**src/rtl/sevenseg_scan_reader.sv**
```systemverilog
// Recovers hex nibbles from a multiplexed seven-segment bus and hands off full frames over valid/ready.
// Optional macro SEVENSEG_HEX_EN: also accept the A..F glyphs as legal digits.
module sevenseg_scan_reader #(
    parameter int NDIGITS       = 4,
    parameter int STABLE_CYCLES = 4
) (
    input  logic                   clk,
    input  logic                   reset_n,
    input  logic [6:0]             segments,
    input  logic [NDIGITS-1:0]     digit_sel,
    input  logic                   clear,
    output logic [4*NDIGITS-1:0]   frame_value,
    output logic                   frame_valid,
    input  logic                   frame_ready,
    output logic [NDIGITS-1:0]     digit_valid,
    output logic                   pattern_err,
    output logic                   overrun
);

    localparam int SW = NDIGITS + 7;
    localparam logic [7:0] CNT_SAT = 8'(STABLE_CYCLES - 1);
    localparam logic [7:0] CNT_CAP = 8'(STABLE_CYCLES - 2);
    localparam logic [NDIGITS-1:0] SEL_ONE = NDIGITS'(1);

    // Returns {legal, nibble} for a segment pattern (abcdefg, active-high).
    function automatic logic [4:0] decode_seg(input logic [6:0] seg);
        case (seg)
            7'b1111110: decode_seg = {1'b1, 4'h0};
            7'b0110000: decode_seg = {1'b1, 4'h1};
            7'b1101101: decode_seg = {1'b1, 4'h2};
            7'b1111001: decode_seg = {1'b1, 4'h3};
            7'b0110011: decode_seg = {1'b1, 4'h4};
            7'b1011011: decode_seg = {1'b1, 4'h5};
            7'b1011111: decode_seg = {1'b1, 4'h6};
            7'b1110000: decode_seg = {1'b1, 4'h7};
            7'b1111111: decode_seg = {1'b1, 4'h8};
            7'b1110011: decode_seg = {1'b1, 4'h9};
`ifdef SEVENSEG_HEX_EN
            7'b1110111: decode_seg = {1'b1, 4'hA};
            7'b0011111: decode_seg = {1'b1, 4'hB};
            7'b1001110: decode_seg = {1'b1, 4'hC};
            7'b0111101: decode_seg = {1'b1, 4'hD};
            7'b1001111: decode_seg = {1'b1, 4'hE};
            7'b1000111: decode_seg = {1'b1, 4'hF};
`endif
            default:    decode_seg = 5'b0_0000;
        endcase
    endfunction

    logic [6:0]           seg_meta_r, seg_sync_r;
    logic [NDIGITS-1:0]   sel_meta_r, sel_sync_r;
    logic [SW-1:0]        prev_r;
    logic [7:0]           cnt_r;
    logic [NDIGITS-1:0]   mask_r;
    logic [4*NDIGITS-1:0] work_r, frame_value_r;
    logic                 frame_valid_r, pattern_err_r, overrun_r;

    logic [SW-1:0]        sample_s;
    logic                 same_s, onehot_s, cap_s, err_set_s, complete_s;
    logic [4:0]           dec_s;
    logic [7:0]           cnt_nx_s;
    logic [NDIGITS-1:0]   mask_nx_s;
    logic [4*NDIGITS-1:0] work_nx_s;

    // Stability filter, decode and next-state of the capture mask and working value.
    always_comb begin
        sample_s  = {sel_sync_r, seg_sync_r};
        same_s    = (sample_s == prev_r);
        onehot_s  = (sel_sync_r != '0) && ((sel_sync_r & (sel_sync_r - SEL_ONE)) == '0);
        dec_s     = decode_seg(seg_sync_r);
        // Fires on the transition into CNT_SAT only, so one capture per dwell.
        cap_s     = same_s && (cnt_r == CNT_CAP) && onehot_s;
        cnt_nx_s  = same_s ? ((cnt_r == CNT_SAT) ? cnt_r : cnt_r + 8'd1) : 8'd0;
        err_set_s = cap_s && !dec_s[4];
        mask_nx_s = mask_r;
        work_nx_s = work_r;
        for (int i = 0; i < NDIGITS; i++) begin
            mask_nx_s[i]       = (cap_s && sel_sync_r[i]) ? dec_s[4] : mask_r[i];
            work_nx_s[4*i +: 4] = (cap_s && sel_sync_r[i] && dec_s[4]) ? dec_s[3:0]
                                                                      : work_r[4*i +: 4];
        end
        complete_s = &mask_nx_s;
    end

    // Synchronizers, filter state, frame assembly and handoff.
    always_ff @(posedge clk or negedge reset_n) begin
        if (!reset_n) begin
            seg_meta_r    <= 7'd0;
            seg_sync_r    <= 7'd0;
            sel_meta_r    <= '0;
            sel_sync_r    <= '0;
            prev_r        <= '0;
            cnt_r         <= 8'd0;
            mask_r        <= '0;
            work_r        <= '0;
            frame_value_r <= '0;
            frame_valid_r <= 1'b0;
            pattern_err_r <= 1'b0;
            overrun_r     <= 1'b0;
        end else begin
            seg_meta_r <= segments;
            seg_sync_r <= seg_meta_r;
            sel_meta_r <= digit_sel;
            sel_sync_r <= sel_meta_r;
            prev_r     <= sample_s;
            cnt_r      <= cnt_nx_s;
            if (clear) begin
                mask_r        <= '0;
                pattern_err_r <= 1'b0;
                overrun_r     <= 1'b0;
                frame_valid_r <= frame_valid_r && !frame_ready;
            end else begin
                work_r <= work_nx_s;
                if (err_set_s) begin
                    pattern_err_r <= 1'b1;
                end
                if (complete_s) begin
                    mask_r <= '0;
                    // A handoff in the same cycle frees the slot, so no overrun.
                    if (frame_valid_r && !frame_ready) begin
                        overrun_r <= 1'b1;
                    end else begin
                        frame_value_r <= work_nx_s;
                        frame_valid_r <= 1'b1;
                    end
                end else begin
                    mask_r        <= mask_nx_s;
                    frame_valid_r <= frame_valid_r && !frame_ready;
                end
            end
        end
    end

    assign frame_value = frame_value_r;
    assign frame_valid = frame_valid_r;
    assign digit_valid = mask_r;
    assign pattern_err = pattern_err_r;
    assign overrun     = overrun_r;

endmodule
```
**config.mk**
```make
export PLATFORM = sky130hd
export DESIGN_NAME = sevenseg_scan_reader
export DESIGN_NICKNAME = d
export VERILOG_FILES = /design/src/rtl/sevenseg_scan_reader.sv
export SDC_FILE = /design/constraint.sdc
export NUM_CORES = 1
export LEC_CHECK = 0
export ABC_AREA = 1
export BUFFER_PORTS_ARGS = -buffer_cell sky130_fd_sc_hd__buf_4
export CORE_ASPECT_RATIO = 0.9
export CORE_UTILIZATION = 40
export DETAILED_ROUTE_END_ITERATION = 10
export PLACE_DENSITY_LB_ADDON = 0.12
export SLEW_MARGIN = 20
export SYNTH_ARGS = -nofsm -noshare
export SYNTH_HDL_FRONTEND = slang
export SYNTH_SLANG_ARGS = --single-unit
```
**constraint.sdc**
```tcl
create_clock -name clk -period 5.5 [get_ports clk]
set_input_delay 0.275 -clock clk [delete_from_list [all_inputs] [get_ports clk]]
set_output_delay 0.275 -clock clk [all_outputs]
set_load 0.03 [all_outputs]
```
==> metrics, run 1 <==
HP Class=in2async; # Post-CTS Setup Buffers=0; initial antenna violation count=0; Worst-path clk slew=90 ps; RSZ-0062 raised after global routing=false; DR iter-0 viols=105; nature of the critical path startpoint=flop; Final Cell Area=4350 um2; max cap viols=0; Worst EP required=5740 ps; Pwr Total=1.12 mW; die area=9610 um2; failing checks=hold timing; I/O Buffers=37; H-tree depth=3; Filler Cells Inserted=832; Worst Path Arrival=2710 ps; fin nets=493; Via density=4.59; maximum clock frequency=0.405 GHz; worst-margin pin slew=723 ps; VDD IR max=0.129 mV; core area=8770 um2; Synth Cell Area=3690 um2; area of the multi-input gates=1370 um2; Post-synth top cells=nand2_1, dfrtp_1, inv_1; Final TNS setup=0 ps; pwr/cell area=258 nW/um2; Avg Inst Size Synth=8.66 um2; DRT antenna net count=0; Clock Path Buffers=2; layout overhead on the synthesized area=17.9%; Num Clock Sinks=80; critical path class=reg2reg; RR Endpoint=digit_valid[2]; Synth Register Bits=80; share of Yosys cell area claimed by the top area cell type=0.543; worst r2r src=seg_sync_r[1]; Final period util=0.449; Warnings, synthesis=0; Netlist cell types=33; number of global-route vias before repair=2628; CTS tree=yes; max-slew violations=0; leak pwr=2.20 nW; Syn Inst Count=426; CTS Buf Count=9; DIE HEIGHT=93.1 um; Synth Flop Type=dfrtp_1; syn nets=443; io pins=38; critical path endpoint=digit_valid[2]; GR Util All Layers=0.172; layout cells sized above 1=0.148; Post-synth EDFFs=0; fin crit period=2470 ps; leading area contributor after synthesis=dfrtp_1; global-route wire length before repair=12.6 mm; Clock Skew=8.71 ps; status=finished with violations; die width=103 um; 1st-pass router iterations=4; wirelength, routed=7.17 mm; Placed Area=4060 um2; Critical Path Sink Type=flop; initial core utilization=0.421; Area contributors post-synth=dfrtp_1, nand2_1, inv_1; ANT cells=0; residual DRC count=0; Final GP Congestion=0.829; count leader, synth=nand2_1; Layout Cells excl Fill=600; post-synthesis sequential area ratio=0.543; grt ovf=0; root buffer selected by CTS=clkbuf_8; Reg2Reg Depth=12; worst setup path startpoint=seg_sync_r[1]; WL per Instance=11.9 um; headroom to the max-slew limit=0.518; register area=2000 um2; count of final setup violators=0; Placed Cells incl. Taps=575; Hold WS=-45.5 ps; pin count of the biggest net entering global routing=81; detailed placement HPWL=5.05 mm; routed vias=2754; crit path max fanout=18; worst reg2reg setup slack=3030 ps; standard-cell row count=32; final hold violation count=80; clk_lat worst skew=350 ps; Async S/R FF share, synth=1.00
[metal layers]
metal / GRT usage / vias to the layer above / part of all wire
met5: 0 / - / 0
met4: 0.0352 / 0 / 0.0095
met3: 0.0493 / 6 / 0.046
met2: 0.258 / 56 / 0.43
met1: 0.247 / 1260 / 0.51
li1: - / 1432 / -
[layout by cell type (no fill, tap or decap), types with 2 or more instances in the layout]
cell type / count
dfrtp_1: 80
o21bai_1: 17
inv_1: 67
nand2_4: 2
buf_4: 36
o21ai_0: 26
inv_2: 2
clkbuf_8: 9
nor2_8: 3
a21oi_1: 8
nor2_1: 34
nand4_1: 6
inv_6: 4
nand2_1: 114
nand2_2: 5
o22ai_1: 3
ha_1: 2
dlygate4sd3_1: 9
nand3_4: 2
nand3_1: 31
xnor2_1: 6
[state kept, by name, indices dropped and copies added, names as in the netlist]
register     flops
sel_meta_r       4
prev_r          11
cnt_r            8
overrun          1
seg_sync_r       7
digit_valid      4
frame_valid      1
sel_sync_r       4
work_r          16
seg_meta_r       7
pattern_err      1
frame_value     16
[metrics by stage]
step | util | worst slack, ps | hold slack, ps
2_1_floorplan | - | 3630 | -20.6
6_report | 0.496 | 3030 | -45.5
4_1_cts | 0.493 | 3000 | 4.97
3_5_place_dp | 0.463 | 3030 | 335
5_1_grt | 0.496 | 2660 | 1.78
3_3_place_gp | 0.463 | 3080 | 333
[cells by family after synthesis]
kind of cell | count (synthesis) | synth area share
adders and majority gates | 2 | 0.00678
buffers and inverters | 77 | 0.0858
AOI/OAI and AO/OA | 58 | 0.0943
and+or+nand+nor | 203 | 0.256
DFF | 80 | 0.543
xor gates and xnor gates | 6 | 0.0142
[worst max-delay path: stages, from the launching register on]
cell     delay, ps
dfrtp_1        450
xnor2_1        190
nand2_1         70
nor2_1         210
nand3_4        160
nor2_8         140
nand3_1        120
nand2_1        120
nand2_2        230
inv_2          320
nand2_1        120
nand2_1        150
nor2_1          70
[how the worst min path moves through the flow]
stage | startpoint | end | depth (start not counted)
after global placement | sel_meta_r[1] | sel_sync_r[1] | 0
after global routing | reset_n | cnt_r[7] | 1
after CTS | digit_sel[1] | sel_meta_r[1] | 1
after detailed placement | seg_meta_r[4] | seg_sync_r[4] | 0
final | reset_n | cnt_r[7] | 1
after floorplan | reset_n | cnt_r[0] | 0
[report_power, final]
part | total, mW | internal [mW] | switching [mW]
Combinational | 0.0780 | 0.0285 | 0.0495
Sequential | 0.623 | 0.610 | 0.0122
Clock | 0.421 | 0.178 | 0.243
[layout make-up]
type,count,area share
Inverter,70,0.0604
Sequential cell,80,0.460
Multi-Input combinational cell,269,0.315
Clock inverter,7,0.0164
Tap cell,119,0.0342
Clock buffer,9,0.0285
Timing Repair Buffer,46,0.0854
[what timing repair did]
action	in CTS	in global routing
resized for setup	0	0
hold buffers	7	2
endpoints found under the hold margin	7	2
Note: power is estimated with default switching activity, not from simulation.
==> inputs of run 2 (changes only) <==
- clock period: 5.5 -> 2.2 ns (I/O delays scaled with it)
==> run 2 against run 1 <==
Effect of this change: the flow now finishes without violations; global-route usage is 0.89 points higher; combinational power grew to 2.8 times the previous value; clock power grew to 2.7 times the previous value; sequential power grew to 2.5 times the previous value; core utilization is 3.2 points higher; critical path depth is 1 lower; largest cell class unchanged; clock skew is 2.9 ps higher; critical path type unchanged; sequential cell count stayed put; maximum frequency is 20% higher.
==> metrics, run 2 (synthesis results as in run 1) <==
detailed placement HPWL=5.20 mm (+3.1%); Via density=4.65 (+1.3%); final hold violation count=0 (-100%); Switching Fraction=0.259 (-0.0129); H-tree depth=3 (unchanged); setup ws final=138 ps (-2890 ps); Most common cell on crit path=nor2_8; I/O Buffers=37 (unchanged); worst r2r src=sel_sync_r[3]; CP peak stage delay=470 ps (+20 ps); commonest cells after routing, fill and taps aside=nand2_1, dfrtp_1, inv_1, buf_4, nand3_1; nature of the critical path startpoint=flop; Clock Path Buffers=2 (unchanged); GR Util All Layers=0.181 (+0.00895); Worst-path clk slew=90 ps (about the same); worst reg2reg setup slack=140 ps (-2890 ps); standard-cell row count=32 (unchanged); Logic pwr share=0.074 (+0.005); register area=2010 um2 (+0.31%); ANT cells=0 (unchanged); worst path bufs/invs=0 (-1); layout overhead on the synthesized area=25.5%; initial antenna violation count=0 (unchanged); leak pwr=2.26 nW (+2.9%); routed vias=2854 (+3.6%); global-route wire length before repair=13.0 mm (+3.4%); fin crit period=2060 ps (-409 ps); Reg2Reg Depth=11 (-1); Final TNS setup=0 ps (unchanged); max-slew violations=0 (unchanged); CTS Buf Count=9 (unchanged); VDD IR max=0.422 mV (+230%); DRT antenna net count=0 (unchanged); DIE HEIGHT=93.1 um (unchanged); Hold Crit Endpoint=overrun; maximum clock frequency=0.485 GHz (+20%); root buffer selected by CTS=clkbuf_8; Final period util=0.937 (+0.488); Placed Area=4130 um2 (+1.7%); Switching Power=0.754 mW (+150%); pin count of the biggest net entering global routing=46 (-43%); 1st-pass router iterations=5 (+1); pwr/cell area=629 nW/um2 (+140%); Crit path depth=11 (-1); clk_lat worst skew=360 ps (about the same); max cap viols=0 (unchanged); Num Clock Sinks=80 (unchanged); HP Class=in2reg; Critical Path Sink Type=flop; critical path class=reg2reg; Placed Cells incl. Taps=581 (+1.0%); io pins=38 (unchanged); Finished Core Util=0.528 (+0.0317); core area=8770 um2 (unchanged); Layout Cells excl Fill=614 (+2.3%); Hold WS=64.2 ps (+110 ps); hold depth=4; DR iter-0 viols=102 (-2.9%); CP Cell Sequence=xnor2_1, nand2_2, nor2_8, nand3_4, nor2_8, nand3_2, nand2_4, nand2_8, nor2_4, nand3_1, nand2_1; Worst EP required=2500 ps (-3240 ps); Filler Cells Inserted=835 (+0.36%); Pint=2.16 mW (+160%); RSZ-0062 raised after global routing=false; die width=103 um (unchanged); count of final setup violators=0 (unchanged); fin nets=507 (+2.8%); residual DRC count=0 (unchanged); crit path max fanout=8 (-10); area of the multi-input gates=1500 um2 (+9.4%); worst hold start=frame_ready; number of global-route vias before repair=2777 (+5.7%); Worst Path Arrival=2360 ps (-350 ps); Final Cell Area=4630 um2 (+6.4%); worst-margin pin slew=475 ps (-247 ps); critical path's top delay family=simple AND/OR/NAND/NOR gates; Final GP Congestion=0.854 (+3.0%); Pwr Total=2.91 mW (+160%); initial core utilization=0.421 (unchanged); headroom to the max-slew limit=0.682 (+0.164); sequential share of power=0.536 (-0.019); status=complete, no violations; pre-CTS WS=99.8 ps (-2930 ps); die area=9610 um2 (unchanged); Crit-path slowest cell=dfrtp_1; RR Endpoint=frame_value[7]; wirelength, routed=7.67 mm (+7.0%); layout cells sized above 1=0.216 (+0.0686); WL per Instance=12.5 um (+4.6%); most common cell after layout, fill and taps aside=nand2_1; share of power burned in the clock network=0.390 (+0.014); Clock Skew=11.6 ps (+2.93 ps); grt ovf=0 (unchanged); CTS tree=yes
-- run 2: cell count changes in the layout (fill, tap and decap cells not counted), moves of 4 or more --
cell and delta:
nor2_1 -8, nor2_2 +6, dfrtp_2 +5, dlygate4sd3_1 +4, nand2_1 -6, buf_4 +6
nand2_2 +5, dfrtp_1 -5
-- run 2: worst max path at each step --
stage	start	endpoint	slack, ps
2_1_floorplan	cnt_r[0]	frame_value[3]	330
3_5_place_dp	cnt_r[0]	overrun	100
3_3_place_gp	cnt_r[0]	overrun	90
5_1_grt	seg_sync_r[3]	frame_value[10]	0.2
6_report	sel_sync_r[3]	frame_value[7]	140
4_1_cts	cnt_r[0]	overrun	50
-- run 2: what timing repair did --
item,4_1_cts,5_1_grt
hold buffers,13,0
setup buffers,0,2
endpoints found under the setup margin,0,33
gates resized for setup,0,35
hold endpoints to repair,47,0
-- run 2: layout make-up --
cell class	count	area share
clock inverter	7	0.0184
clock buffer	9	0.0268
timing repair buffer	58	0.108
inverter	70	0.0568
tap	119	0.0322
sequential	80	0.434
multi-input combinational	271	0.324
-- run 2: worst reg2reg max path: stages, from the launching register on --
cell,delay (ps)
dfrtp_1,470
xnor2_1,210
nand2_2,110
nor2_8,140
nand3_4,110
nor2_8,140
nand3_2,130
nand2_4,180
nand2_8,90
nor2_4,220
nand3_1,130
nand2_1,90
-- run 2: power groups by stage --
stage | sequential [mW] | clock [mW] | combinational, mW
after floorplan | 1.58 | 0 | 0.114
after global placement | 1.58 | 0 | 0.190
after detailed placement | 1.59 | 0 | 0.193
after CTS | 1.56 | 1.19 | 0.211
after global routing | 1.57 | 1.25 | 0.246
final | 1.56 | 1.14 | 0.216
-- run 2: per-layer routing --
metal | global-route usage | part of all wire | vias to the layer above
met1 | 0.255 | 0.52 | 1328
met5 | 0 | 0 | -
met4 | 0.0610 | 0.0087 | 0
met3 | 0.0523 | 0.036 | 7
met2 | 0.266 | 0.44 | 52
li1 | - | - | 1467
==> inputs of run 3 (changes only) <==
- GPL_ROUTABILITY_DRIVEN: default -> 0
- clock period: 2.2 -> 1.9 ns (I/O delays scaled with it)
==> run 3 against run 2 <==
Effect of this change: the run now ends with setup timing left; sequential cell count did not move; via count grew 9.8%; first-iteration DRC count fell by 3.9%; largest power group unchanged; register-to-register slack worse by 310 ps; cell area is 16% higher; sequential power rose by 15%; sequential share of layout area shrank 6.1 points; hold slack lost 32 ps; final cell count up 8.1%.
==> metrics, run 3 (synthesis results as in run 1) <==
status=finished with violations; failing checks=setup timing; Crit-path slowest cell=dfrtp_1; 1st-pass router iterations=4 (-1); core area=8770 um2 (unchanged); Final period util=1.09 (+0.151); Final TNS setup=-3460 ps (-3460 ps); initial core utilization=0.421 (unchanged); max-slew violations=0 (unchanged); clk_lat worst skew=350 ps (about the same); residual DRC count=0 (unchanged); ANT cells=0 (unchanged); Worst-path clk slew=90 ps (about the same); routed vias=3134 (+9.8%); hold depth=4 (unchanged); worst-margin pin slew=696 ps (+221 ps); number of global-route vias before repair=3002 (+8.1%); headroom to the max-slew limit=0.534 (-0.148); Via density=4.72 (+1.5%); pin count of the biggest net entering global routing=39 (-15%); DR iter-0 viols=98 (-3.9%); layout overhead on the synthesized area=45.7%; CTS tree=yes; Critical Path Sink Type=flop; global-route wire length before repair=14.6 mm (+12%); WL per Instance=13.7 um (+10%); Worst EP required=2170 ps (-330 ps); standard-cell row count=32 (unchanged); commonest cells after routing, fill and taps aside=nand2_1, buf_4, dfrtp_1, inv_1; final hold violation count=0 (unchanged); fin crit period=2070 ps (+6.32 ps); max cap viols=0 (unchanged); Worst Path Arrival=2340 ps (-20 ps); wirelength, routed=9.13 mm (+19%); routing usage on met1=0.283 (+0.0288); pwr/cell area=620 nW/um2 (-1.4%); setup ws final=-168 ps (-306 ps); CP peak stage delay=430 ps (-40 ps); Num Clock Sinks=80 (unchanged); Layout Cells excl Fill=664 (+8.1%); grt met2 use=0.304 (+0.0383); Reg2Reg Depth=15 (+4); root buffer selected by CTS=clkbuf_8; Hold WS=32.0 ps (-32.2 ps); io pins=38 (unchanged); Final Cell Area=5370 um2 (+16%); initial antenna violation count=0 (unchanged); RSZ-0062 raised after global routing=true; die area=9610 um2 (unchanged); crit path max fanout=5 (-3); VDD IR max=0.400 mV (-5.3%); GRT busiest layer=met2; layout cells sized above 1=0.389 (+0.173); met3 Usage GRT=0.0493 (-0.00299); Clock Skew=9.65 ps (-1.99 ps); DIE HEIGHT=93.1 um (unchanged); critical path class=reg2reg; most common cell after layout, fill and taps aside=nand2_1; I/O Buffers=37 (unchanged); die width=103 um (unchanged); leak pwr=2.61 nW (+15%); detailed placement HPWL=5.68 mm (+9.2%); HP Class=in2reg; nature of the critical path startpoint=flop; Clock Path Buffers=2 (unchanged); Placed Cells incl. Taps=615 (+5.9%); maximum clock frequency=0.483 GHz (-0.31%); fin nets=557 (+9.9%); count of final setup violators=33 (+33); CTS Buf Count=9 (unchanged); Placed Area=4400 um2 (+6.5%); GR Util All Layers=0.202 (+0.0211); grt ovf=0 (unchanged); CP Cell Sequence=inv_2, buf_6, nor2_4, nand3_2, o21ai_4, nor2_4, nand2_4, clkinvlp_4, buf_6, nor2_4, buf_6, nand2_4, o21ai_2, nand2_1, o21ai_1; H-tree depth=3 (unchanged); DRT antenna net count=0 (unchanged)
run 3: path summary, 6_finish.rpt:
path / start / end / slack (ps)
hold reg to reg: sel_meta_r[0] / sel_sync_r[0] / 350
min in group asynchronous: reset_n / cnt_r[2] / 210
max in group asynchronous: reset_n / digit_valid[1] / 1140
setup reg to reg: seg_sync_r[6] / work_r[4] / -170
setup / recovery: seg_sync_r[6] / work_r[4] / -170
hold / removal: frame_ready / overrun / 30
run 3: power breakdown:
| part | switching (mW) | total (mW) | internal (mW) |
|---|---|---|---|
| Sequential | 0.0335 | 1.80 | 1.77 |
| Clock | 0.655 | 1.19 | 0.531 |
| Combinational | 0.199 | 0.346 | 0.147 |
run 3: timing repair:
| item | 4_1_cts | 5_1_grt |
|---|---|---|
| cloned | 2 | 0 |
| gates resized for setup | 69 | 72 |
| setup buffers | 8 | 11 |
| hold buffers | 13 | 0 |
| setup endpoints to repair | 32 | 41 |
| pin swaps | 24 | 40 |
| hold endpoints to repair | 38 | 0 |
run 3: layout make-up:
class	count	area (um2)
clock inverter	6	50.0
inverter	70	274
sequential	80	2000
tap	119	149
multi-input combinational	271	1830
timing repair buffer	108	931
fill	749	3400
clock buffer	10	138
run 3: worst max-delay path: cells and delay by family, from the launching register on:
family          cells  cell delay, ps
flops               1             430
buf+inv             5             650
simple gates        7             670
compound gates      3             250
run 3: layer usage:
layer / wire length, um / share of wire
met5: 0 / 0
met4: 123 / 0.013
met3: 290 / 0.032
met2: 4320 / 0.47
met1: 4390 / 0.48
run 3: through the flow:
stage	power (mW)	utilization	setup slack [ps]
global placement	2.07	0.502	-329
finish	3.33	0.613	-168
detailed placement	2.08	0.502	-395
floorplan	1.96	-	26.0
global route	3.49	0.613	-299
CTS	3.36	0.575	-113
